`src/rtl/picosoc_bus_arb_pkg.sv`:
```
// Shared types and constants for the PicoRV32 two-master bus arbiter.
package picosoc_bus_pkg;

    typedef enum logic [1:0] {
        ST_IDLE = 2'd0,
        ST_GNT0 = 2'd1,
        ST_GNT1 = 2'd2
    } arb_state_e;

    localparam logic [31:0] ERR_RDATA_DEFAULT = 32'h0000_0000;

    localparam logic [1:0] GRANT_NONE = 2'b00;
    localparam logic [1:0] GRANT_M0   = 2'b01;
    localparam logic [1:0] GRANT_M1   = 2'b10;

endpackage

```
`src/rtl/picosoc_bus_arb_if.sv`:
```
// Bundle of both upstream masters, the downstream SoC bus and arbiter status.
// slave: the arbiter's view.  master: the view of the requesters and SoC bus around it.
interface picosoc_bus_arb_if;
    logic        m0_valid, m0_instr, m0_ready;
    logic [31:0] m0_addr, m0_wdata, m0_rdata;
    logic [3:0]  m0_wstrb;
    logic        m1_valid, m1_ready;
    logic [31:0] m1_addr, m1_wdata, m1_rdata;
    logic [3:0]  m1_wstrb;
    logic        s_valid, s_instr, s_ready;
    logic [31:0] s_addr, s_wdata, s_rdata;
    logic [3:0]  s_wstrb;
    logic [1:0]  grant;
    logic        timeout_pulse;

    modport slave (
        input  m0_valid, m0_instr, m0_addr, m0_wdata, m0_wstrb,
        input  m1_valid, m1_addr, m1_wdata, m1_wstrb,
        input  s_ready, s_rdata,
        output m0_ready, m0_rdata, m1_ready, m1_rdata,
        output s_valid, s_instr, s_addr, s_wdata, s_wstrb,
        output grant, timeout_pulse
    );

    modport master (
        output m0_valid, m0_instr, m0_addr, m0_wdata, m0_wstrb,
        output m1_valid, m1_addr, m1_wdata, m1_wstrb,
        output s_ready, s_rdata,
        input  m0_ready, m0_rdata, m1_ready, m1_rdata,
        input  s_valid, s_instr, s_addr, s_wdata, s_wstrb,
        input  grant, timeout_pulse
    );
endinterface

```
`src/rtl/picosoc_bus_arb_timeout.sv`:
```
// Stall watchdog: counts granted cycles without s_ready; expired marks the
// TIMEOUT_CYCLES-th stalled cycle of a grant.
module picosoc_bus_timeout #(
    parameter int unsigned TIMEOUT_CYCLES = 255
) (
    input  logic clk,
    input  logic reset,
    input  logic clear,
    input  logic run,
    output logic expired
);
    localparam int unsigned W = $clog2(TIMEOUT_CYCLES + 1);
    localparam logic [W-1:0] LAST = W'(TIMEOUT_CYCLES - 1);

    logic [W-1:0] cnt_q, cnt_d;

    always_comb begin
        cnt_d = cnt_q;
        if (clear)    cnt_d = '0;
        else if (run) cnt_d = cnt_q + W'(1);
    end

    always_ff @(posedge clk) begin
        if (reset) cnt_q <= '0;
        else       cnt_q <= cnt_d;
    end

    assign expired = run && (cnt_q == LAST);
endmodule

```
`src/rtl/picosoc_bus_arb.sv`:
```
// Two-master round-robin arbiter for the PicoRV32 native bus with grant lock.
// Define PICOSOC_BUS_TIMEOUT_EN to add the stalled-transaction watchdog.
module picosoc_bus_arb
    import picosoc_bus_pkg::*;
#(
    parameter int unsigned TIMEOUT_CYCLES = 255,
    parameter logic [31:0] ERR_RDATA      = ERR_RDATA_DEFAULT
) (
    input logic              clk,
    input logic              reset,
    picosoc_bus_arb_if.slave bus
);
    arb_state_e state_q, state_d;
    logic       last_q, last_d;   // 1: m1 was the most recent grantee
    logic       expired;

    if (TIMEOUT_CYCLES < 1 || TIMEOUT_CYCLES > 65535) begin : g_bad_timeout
        $error("picosoc_bus_arb: TIMEOUT_CYCLES out of range 1..65535");
    end

`ifdef PICOSOC_BUS_TIMEOUT_EN
    logic to_run, to_clear;
    assign to_run   = ((state_q == ST_GNT0 && bus.m0_valid) ||
                       (state_q == ST_GNT1 && bus.m1_valid)) && !bus.s_ready;
    assign to_clear = (state_q == ST_IDLE) || (state_d != state_q);

    picosoc_bus_timeout #(.TIMEOUT_CYCLES(TIMEOUT_CYCLES)) u_timeout (
        .clk     (clk),
        .reset   (reset),
        .clear   (to_clear),
        .run     (to_run),
        .expired (expired)
    );
`else
    assign expired = 1'b0;
`endif

    always_comb begin
        state_d     = state_q;
        last_d      = last_q;
        bus.s_valid = 1'b0;
        bus.s_instr = 1'b0;
        bus.s_addr  = '0;
        bus.s_wdata = '0;
        bus.s_wstrb = '0;
        bus.m0_ready = 1'b0;
        bus.m1_ready = 1'b0;
        bus.grant    = GRANT_NONE;
        unique case (state_q)
            ST_IDLE: begin
                if (bus.m0_valid && (!bus.m1_valid || last_q)) state_d = ST_GNT0;
                else if (bus.m1_valid)                         state_d = ST_GNT1;
            end
            ST_GNT0: begin
                bus.grant   = GRANT_M0;
                bus.s_instr = bus.m0_instr;
                bus.s_addr  = bus.m0_addr;
                bus.s_wdata = bus.m0_wdata;
                bus.s_wstrb = bus.m0_wstrb;
                bus.s_valid = bus.m0_valid && !reset && !expired;
                // Dropping valid without ready abandons the grant silently.
                if (!bus.m0_valid) begin
                    state_d = ST_IDLE;
                end else if (bus.s_ready || expired) begin
                    bus.m0_ready = !reset;
                    last_d       = 1'b0;
                    state_d      = bus.m1_valid ? ST_GNT1 : ST_IDLE;
                end
            end
            ST_GNT1: begin
                bus.grant   = GRANT_M1;
                bus.s_addr  = bus.m1_addr;
                bus.s_wdata = bus.m1_wdata;
                bus.s_wstrb = bus.m1_wstrb;
                bus.s_valid = bus.m1_valid && !reset && !expired;
                if (!bus.m1_valid) begin
                    state_d = ST_IDLE;
                end else if (bus.s_ready || expired) begin
                    bus.m1_ready = !reset;
                    last_d       = 1'b1;
                    state_d      = bus.m0_valid ? ST_GNT0 : ST_IDLE;
                end
            end
            default: state_d = ST_IDLE;
        endcase
    end

    assign bus.m0_rdata      = expired ? ERR_RDATA : bus.s_rdata;
    assign bus.m1_rdata      = expired ? ERR_RDATA : bus.s_rdata;
    assign bus.timeout_pulse = expired && !reset;

    always_ff @(posedge clk) begin
        if (reset) begin
            state_q <= ST_IDLE;
            last_q  <= 1'b1;
        end else begin
            state_q <= state_d;
            last_q  <= last_d;
        end
    end
endmodule

```
`src/flat_wrapper.sv`:
```
// flat-port wrapper written by rule: the top's interface ports become plain ports
module picosoc_bus_arb_flat import picosoc_bus_pkg::*;
#(
    parameter int unsigned TIMEOUT_CYCLES = 255,
    parameter logic [31:0] ERR_RDATA      = ERR_RDATA_DEFAULT
)
  (clk, reset, bus_m0_valid, bus_m0_instr, bus_m0_addr, bus_m0_wdata, bus_m0_wstrb, bus_m1_valid, bus_m1_addr, bus_m1_wdata, bus_m1_wstrb, bus_s_ready, bus_s_rdata, bus_m0_ready, bus_m0_rdata, bus_m1_ready, bus_m1_rdata, bus_s_valid, bus_s_instr, bus_s_addr, bus_s_wdata, bus_s_wstrb, bus_grant, bus_timeout_pulse);
  picosoc_bus_arb_if bus_i ();
  input logic clk;
  input logic reset;
  input wire logic [$bits(bus_i.m0_valid)-1:0] bus_m0_valid;
  input wire logic [$bits(bus_i.m0_instr)-1:0] bus_m0_instr;
  input wire logic [$bits(bus_i.m0_addr)-1:0] bus_m0_addr;
  input wire logic [$bits(bus_i.m0_wdata)-1:0] bus_m0_wdata;
  input wire logic [$bits(bus_i.m0_wstrb)-1:0] bus_m0_wstrb;
  input wire logic [$bits(bus_i.m1_valid)-1:0] bus_m1_valid;
  input wire logic [$bits(bus_i.m1_addr)-1:0] bus_m1_addr;
  input wire logic [$bits(bus_i.m1_wdata)-1:0] bus_m1_wdata;
  input wire logic [$bits(bus_i.m1_wstrb)-1:0] bus_m1_wstrb;
  input wire logic [$bits(bus_i.s_ready)-1:0] bus_s_ready;
  input wire logic [$bits(bus_i.s_rdata)-1:0] bus_s_rdata;
  output wire logic [$bits(bus_i.m0_ready)-1:0] bus_m0_ready;
  output wire logic [$bits(bus_i.m0_rdata)-1:0] bus_m0_rdata;
  output wire logic [$bits(bus_i.m1_ready)-1:0] bus_m1_ready;
  output wire logic [$bits(bus_i.m1_rdata)-1:0] bus_m1_rdata;
  output wire logic [$bits(bus_i.s_valid)-1:0] bus_s_valid;
  output wire logic [$bits(bus_i.s_instr)-1:0] bus_s_instr;
  output wire logic [$bits(bus_i.s_addr)-1:0] bus_s_addr;
  output wire logic [$bits(bus_i.s_wdata)-1:0] bus_s_wdata;
  output wire logic [$bits(bus_i.s_wstrb)-1:0] bus_s_wstrb;
  output wire logic [$bits(bus_i.grant)-1:0] bus_grant;
  output wire logic [$bits(bus_i.timeout_pulse)-1:0] bus_timeout_pulse;
  assign bus_i.m0_valid = bus_m0_valid;
  assign bus_i.m0_instr = bus_m0_instr;
  assign bus_i.m0_addr = bus_m0_addr;
  assign bus_i.m0_wdata = bus_m0_wdata;
  assign bus_i.m0_wstrb = bus_m0_wstrb;
  assign bus_i.m1_valid = bus_m1_valid;
  assign bus_i.m1_addr = bus_m1_addr;
  assign bus_i.m1_wdata = bus_m1_wdata;
  assign bus_i.m1_wstrb = bus_m1_wstrb;
  assign bus_i.s_ready = bus_s_ready;
  assign bus_i.s_rdata = bus_s_rdata;
  assign bus_m0_ready = bus_i.m0_ready;
  assign bus_m0_rdata = bus_i.m0_rdata;
  assign bus_m1_ready = bus_i.m1_ready;
  assign bus_m1_rdata = bus_i.m1_rdata;
  assign bus_s_valid = bus_i.s_valid;
  assign bus_s_instr = bus_i.s_instr;
  assign bus_s_addr = bus_i.s_addr;
  assign bus_s_wdata = bus_i.s_wdata;
  assign bus_s_wstrb = bus_i.s_wstrb;
  assign bus_grant = bus_i.grant;
  assign bus_timeout_pulse = bus_i.timeout_pulse;
  picosoc_bus_arb #(.TIMEOUT_CYCLES(TIMEOUT_CYCLES), .ERR_RDATA(ERR_RDATA)) u_core (.clk(clk), .reset(reset), .bus(bus_i));
endmodule
```
`config.mk`:
```
export PLATFORM = sky130hd
export DESIGN_NAME = picosoc_bus_arb_flat
export DESIGN_NICKNAME = d
export VERILOG_FILES = /design/src/rtl/picosoc_bus_arb_pkg.sv /design/src/rtl/picosoc_bus_arb_if.sv /design/src/rtl/picosoc_bus_arb_timeout.sv /design/src/rtl/picosoc_bus_arb.sv /design/src/flat_wrapper.sv
export SDC_FILE = /design/constraint.sdc
export NUM_CORES = 1
export LEC_CHECK = 0
export ABC_AREA = 1
export ABC_CLOCK_PERIOD_IN_PS = 2370
export CORE_AREA = 2 2 122 124
export CTS_BUF_LIST = sky130_fd_sc_hd__clkbuf_8 sky130_fd_sc_hd__clkbuf_16
export DETAILED_ROUTE_END_ITERATION = 8
export DIE_AREA = 0 0 124 126
export PLACE_DENSITY_LB_ADDON = 0.25
export SYNTH_ARGS = -nofsm -noshare
export SYNTH_HDL_FRONTEND = slang
export SYNTH_SLANG_ARGS = --single-unit
export TNS_END_PERCENT = 50
```
`constraint.sdc`:
```
create_clock -name clk -period 2.37 [get_ports clk]
set_clock_uncertainty 0.1 [all_clocks]
set_input_delay 0.474 -clock clk [delete_from_list [all_inputs] [get_ports clk]]
set_output_delay 0.474 -clock clk [all_outputs]
set_load 0.1 [all_outputs]
```
* Yosys cells after proc, flatten, opt, wreduce, memory -nomap -nowiden *
Cells that the tools add are included.

operators by class
  reduce and logical (&&, ||, !) cells = 10
  mux-type cells = 25
  equal/unequal tests = 9

operators with widths
  cell                                                    number
  one-hot mux 32 bit (2 select lines)                     2
  two-way mux 2 bit                                       7
  two-way mux 1 bit                                       11
  inequality test 2 bit (second input constant)           4
  one-hot mux 4 bit (2 select lines)                      1
  inequality test 3 bit (second input constant)           2
  one-hot mux 2 bit (3 select lines)                      1
  AND reduction 5 bit                                     1
  one-hot mux 1 bit (2 select lines)                      2
  one-hot mux 2 bit (2 select lines)                      1
  logical AND 1 bit                                       3
  inequality test 3 x 2 -> 1 bit (second input constant)  1
  AND reduction 3 bit                                     1
  equality test 2 x 1 -> 1 bit (second input constant)    1
  equality test 2 bit (second input constant)             1
  logical NOT 1 bit                                       2
  logical NOT 2 bit                                       1
  nonzero test 2 bit                                      1
  logical OR 1 bit                                        1

storage, ports and cells
  output and inout bits = 139
  word-level logic and storage cells = 46
  bits in registers = 3

* Longest topological paths before layout *
  word-level depth = 5
  depth in mapped cells = 10
  mapped depth without buffers = 9

* Worst setup path after synthesis *
No wires, ideal clock.

  kind = register -> output
  start = register u_core.state_q[0]
  end = output bus_s_valid
  stages on the path, launching flop included = 6
  data arrival time = 3.203 ns
  path slack = -1.407 ns
  path through = dfxtp_1 -> inv_1 -> ha_1 -> inv_2 -> buf_2 -> a211oi_1

on the way
  cells in the longest elaborated chain, start to end = 2
  elaborated cells between the ends (all ways) = 3
  those cells by class = eq/ne (2); mux (1)

RTL lines
  what                                                                 line                   RTL
  from (decl)                                                          picosoc_bus_arb.sv:13  arb_state_e state_q, state_d;
  from (signal assigned)                                               picosoc_bus_arb.sv:97  state_q <= state_d;
  equality test 2 bit or equality test 2 x 1 -> 1 bit (tied branches)  picosoc_bus_arb.sv:49  unique case (state_q)
  one-hot mux 1 bit (2 select lines) *                                 picosoc_bus_arb.sv:49
  to (decl)                                                            flat_wrapper.sv:26     output wire logic [$bits(bus_i.s_valid)-1:0] bus_s_valid;

Mark *: on every way between the ends. The rest lies on a longest branch, timed or not.

* Worst setup path after layout *
  start = register u_core.state_q[0]
  end = output bus_s_addr[8]

on the way
  cells in the longest elaborated chain, start to end = 2
  elaborated cells between the ends (all ways) = 3
  those cells by class = eq/ne (2); mux (1)

RTL lines
  what                                                                 line                   RTL
  equality test 2 bit or equality test 2 x 1 -> 1 bit (tied branches)  picosoc_bus_arb.sv:49
  one-hot mux 32 bit (2 select lines) *                                picosoc_bus_arb.sv:49
  to (decl)                                                            flat_wrapper.sv:28     output wire logic [$bits(bus_i.s_addr)-1:0] bus_s_addr;

Marked as above.

==> summary.md <==
| Metric | Value |
|---|---|
| Outcome | `complete, no violations` |
| Core footprint | `about 0.014 sq mm` |
| Reg2reg setup slack | `between 0.7 and 0.8 ns` |
| Placed Area | `0.00499 sq mm` |
| F_max | `431 MHz` |
| Max Cap Viol | `0` |
| Combinational share of power | `87.5%` |
| Post-Synthesis Net Count | `between 500 and 600` |
| CTS Root Cell | `clkbuf_16` |
| Element type at the critical path end | `primary output` |
| Worst-path clk slew | `0.03 ns` |
| Antenna Nets Post-Route | `0` |
| CTS sink cnt | `3` |
| Tmin final | `2.32 ns` |
| Hold_ws | `between 0.3 and 0.4 ns` |
| Die area | `~0.016 sq mm` |
| Count leader, synth | `nand2_1` |
| Vias per cell | `approximately 4` |
| Initial Utilization | `roughly 13%` |
| Post-synth top area cell | `nand2_1` |
| Final WL | `8730 microns` |
| Worst Path Arrival | `1.75 ns` |
| Met2 GRT Util | `between 10% and 20%` |
| Met3 usage | `~4.3%` |
| Total number of yosys warnings | `0` |
| Clock latency on the worst-skew pair | `around 0.22 ns` |
| Met1 Usage GRT | `roughly 10%` |
| Vias | `approximately 2.7k` |
| Worst Reg-to-Reg Cells | `7` |
| Ys flop type | `dfxtp_1` |
| Ys async rst share | `0%` |
| Ratio of cells with drive above 1 in the final layout | `between 30% and 40%` |
| Cell Count, Final, Fillers Out | `678` |
| TritonCTS clock tree | `done` |
| Cts bufs inserted | `3` |
| CTS Buffer Depth | `2` |
| Hold path depth | `2` |
| Footprint of the multi-input gates | `around 0.0016 sq mm` |
| Final Worst Setup Slack | `0.0474 ns` |
| Startpoint types | `register` |
| First-pass GRT wire length | `13000 microns` |
| Total GRT Usage | `between 10% and 20%` |
| Row count | `between 40 and 50` |
| 1st-pass router iterations | `4` |
| EDFF count, synth | `0` |
| Reg-to-reg critical path endpoint | `u_core.last_q$_SDFFE_PP1P_` |
| Number of global-route vias before repair | `about 2.7k` |
| Final GP Congestion | `~0.76` |
| Setup WS pre-CTS | `around 0.12 ns` |
| Count of final setup violators | `0` |
| Die width | `~120 microns` |
| Tcrit/Tclk final | `98.0%` |
| Worst setup path class | `register to primary output` |
| Remaining DRCs | `0` |
| Synth top area share | `between 20 and 30%` |
| Setup Fix Bufs, Post-CTS | `0` |
| Sw Share | `a little under three fifths` |
| Switch Pwr | `approximately 1.5 mW` |
| Synth area leaders | `nand2_1 (30%), buf_4 (28%), a21oi_1 (19%)` |
| Final Hold Violating Endpoints | `0` |
| CP max FO | `22` |
| Ant. Diodes | `0` |
| Post-synthesis cell area | `roughly 0.0019 sq mm` |
| Critical Path RT | `approximately 1.8 ns` |
| Antenna violations before repair | `0` |
| Slew Limit Fails | `0` |
| Seq/Total Area, Yosys | `under 10%` |
| Largest net degree at the start of global routing | `43` |
| Flop pwr share | `2.6%` |
| Hold/Removal Path Class | `register to register` |
| Post-Syn Instances | `roughly 350` |
| FF-to-FF Start | `u_core.state_q[1]$_SDFFE_PP0P_` |
| Hold Crit Start | `u_core.last_q$_SDFFE_PP1P_` |
| Peak supply drop | `0.000243 V` |
| Syn Area/Cell | `5.25 sq um` |
| Design area | `around 0.0051 sq mm` |
| GR Overflow Total | `0` |
| Fin nets | `~680` |
| DP HPWL | `between 7000 and 8000 microns` |
| GRT Max-Usage Layer | `met2` |
| Depth of the CTS H-tree | `1` |
| I/O Buffers | `around 220` |
| Most common library cells after synthesis | `nand2_1 (147), a21oi_1 (71), buf_4 (69)` |
| Initial DRC count | `52` |
| Cell-internal power | `~1.1 mW` |
| #FFs+latches synth | `3` |
| Leakage | `~1.7 nW` |
| Library cells used by synthesis | `20` |
| Worst hold endpoint | `u_core.last_q$_SDFFE_PP1P_` |
| Reg area | `between 60 and 70 sq um` |
| Hold Buf Count CTS | `0` |
| PD cells | `about 520 mW/mm^2` |
| Placed cell count | `673` |
| Clock power frac | `9.9%` |
| RSZ-0062 raised after global routing | `true` |
| # IOs | `between 300 and 400` |
| Chip height | `approximately 130 microns` |
| Fillcell total | `between 1k and 1.5k` |
| WL/cell | `approximately 13 microns` |
| Area delta synth->final | `177%` |
==> cell type report <==
type                    instances  area share (%)
flip-flops and latches          3            1.22
well taps                     184            4.48
inverters                      11           0.851
clock inverters                 1          0.0730
repair buffers                227            60.0
multi-input cells             249            31.9
clock buffers                   3            1.46
==> per-layer routing <==
| metal | vias to the layer above | part of all wire, % |
|---|---|---|
| met5 | - | 0 |
| met4 | 0 | 1.6 |
| met3 | 23 | 16 |
| met2 | 182 | 48 |
| met1 | 1171 | 35 |
| li1 | 1325 | - |
==> how the worst max path moves through the flow <==
stage | startpoint | endpoint | slack, ns
final | u_core.state_q[0]$_SDFFE_PP0P_ | bus_s_addr[8] | 0.05
after global routing | u_core.state_q[1]$_SDFFE_PP0P_ | bus_s_valid | -0.01
after CTS | u_core.state_q[0]$_SDFFE_PP0P_ | bus_s_addr[31] | -0.002
after detailed placement | bus_s_ready | bus_m1_ready | 0.12
after global placement | bus_s_ready | bus_m1_ready | 0.12
after floorplan | u_core.state_q[0]$_SDFFE_PP0P_ | bus_s_addr[0] | -0.62
==> logic make-up after synthesis <==
group | after synthesis | share of synthesized area [%]
AND/OR/NAND/NOR | 166 | 35.0
adder cells (fa/ha/maj) | 6 | 4.05
other | 1 | 0.202
flip-flops | 3 | 3.24
buffers and inverters | 101 | 36.8
AO/OA/AOI/OAI | 76 | 20.6
==> what timing repair did <==
item,4_1_cts,5_1_grt
endpoints found under the setup margin,1,45
cloned,0,1
gates resized for setup,1,10
==> power by group through the flow <==
stage / Clock (mW) / Combinational, mW / Sequential [mW]
CTS: 0.270 / 2.31 / 0.0676
finish: 0.264 / 2.34 / 0.0700
global route: 0.272 / 2.45 / 0.0706
floorplan: 0 / 1.92 / 0.0665
global placement: 0 / 2.29 / 0.0678
detailed placement: 0 / 2.30 / 0.0684
==> state kept, by name, summed over array words and instances, names as in the netlist <==
register        cells
u_core.state_q      2
u_core.last_q       1
==> critical path, stage by stage (launching register included) <==
cell	delay, ns
dfxtp_2	0.35
inv_1	0.10
ha_1	0.34
inv_4	0.08
buf_12	0.18
a21oi_1	0.23
buf_12	0.21
==> placed cells by master, fill, tap and decap left out <==
cell type | netlist | layout
buf_12 | 0 | 79
nand2_2 | 2 | 2
ha_2 | 0 | 1
a21oi_2 | 0 | 30
or2_2 | 1 | 1
nor2_1 | 7 | 6
nor2_2 | 2 | 2
clkbuf_16 | 0 | 4
buf_6 | 4 | 1
buf_16 | 0 | 1
nand3_2 | 1 | 1
ha_4 | 0 | 1
inv_2 | 3 | 2
conb_1 | 1 | 1
buf_4 | 69 | 4
a21oi_1 | 71 | 7
nor2_4 | 0 | 1
dfxtp_2 | 0 | 2
a211oi_4 | 0 | 1
nand3_1 | 6 | 6
nand2_1 | 147 | 147
dfxtp_1 | 3 | 1
ha_1 | 6 | 4
o21ai_1 | 2 | 2
inv_4 | 0 | 1
clkdlybuf4s50_1 | 0 | 141
inv_1 | 8 | 9
o21ai_0 | 2 | 2
a21oi_4 | 0 | 34
==> through the flow <==
stage	setup TNS (ns)	total power, mW	utilization (%)
floorplan	-12.76	1.98	-
global placement	0	2.36	34.8
detailed placement	0	2.37	34.8
CTS	-0.00151	2.65	35.4
global route	-0.0279	2.80	35.9
finish	0	2.68	35.9
Power figures use the tool's default switching activity.
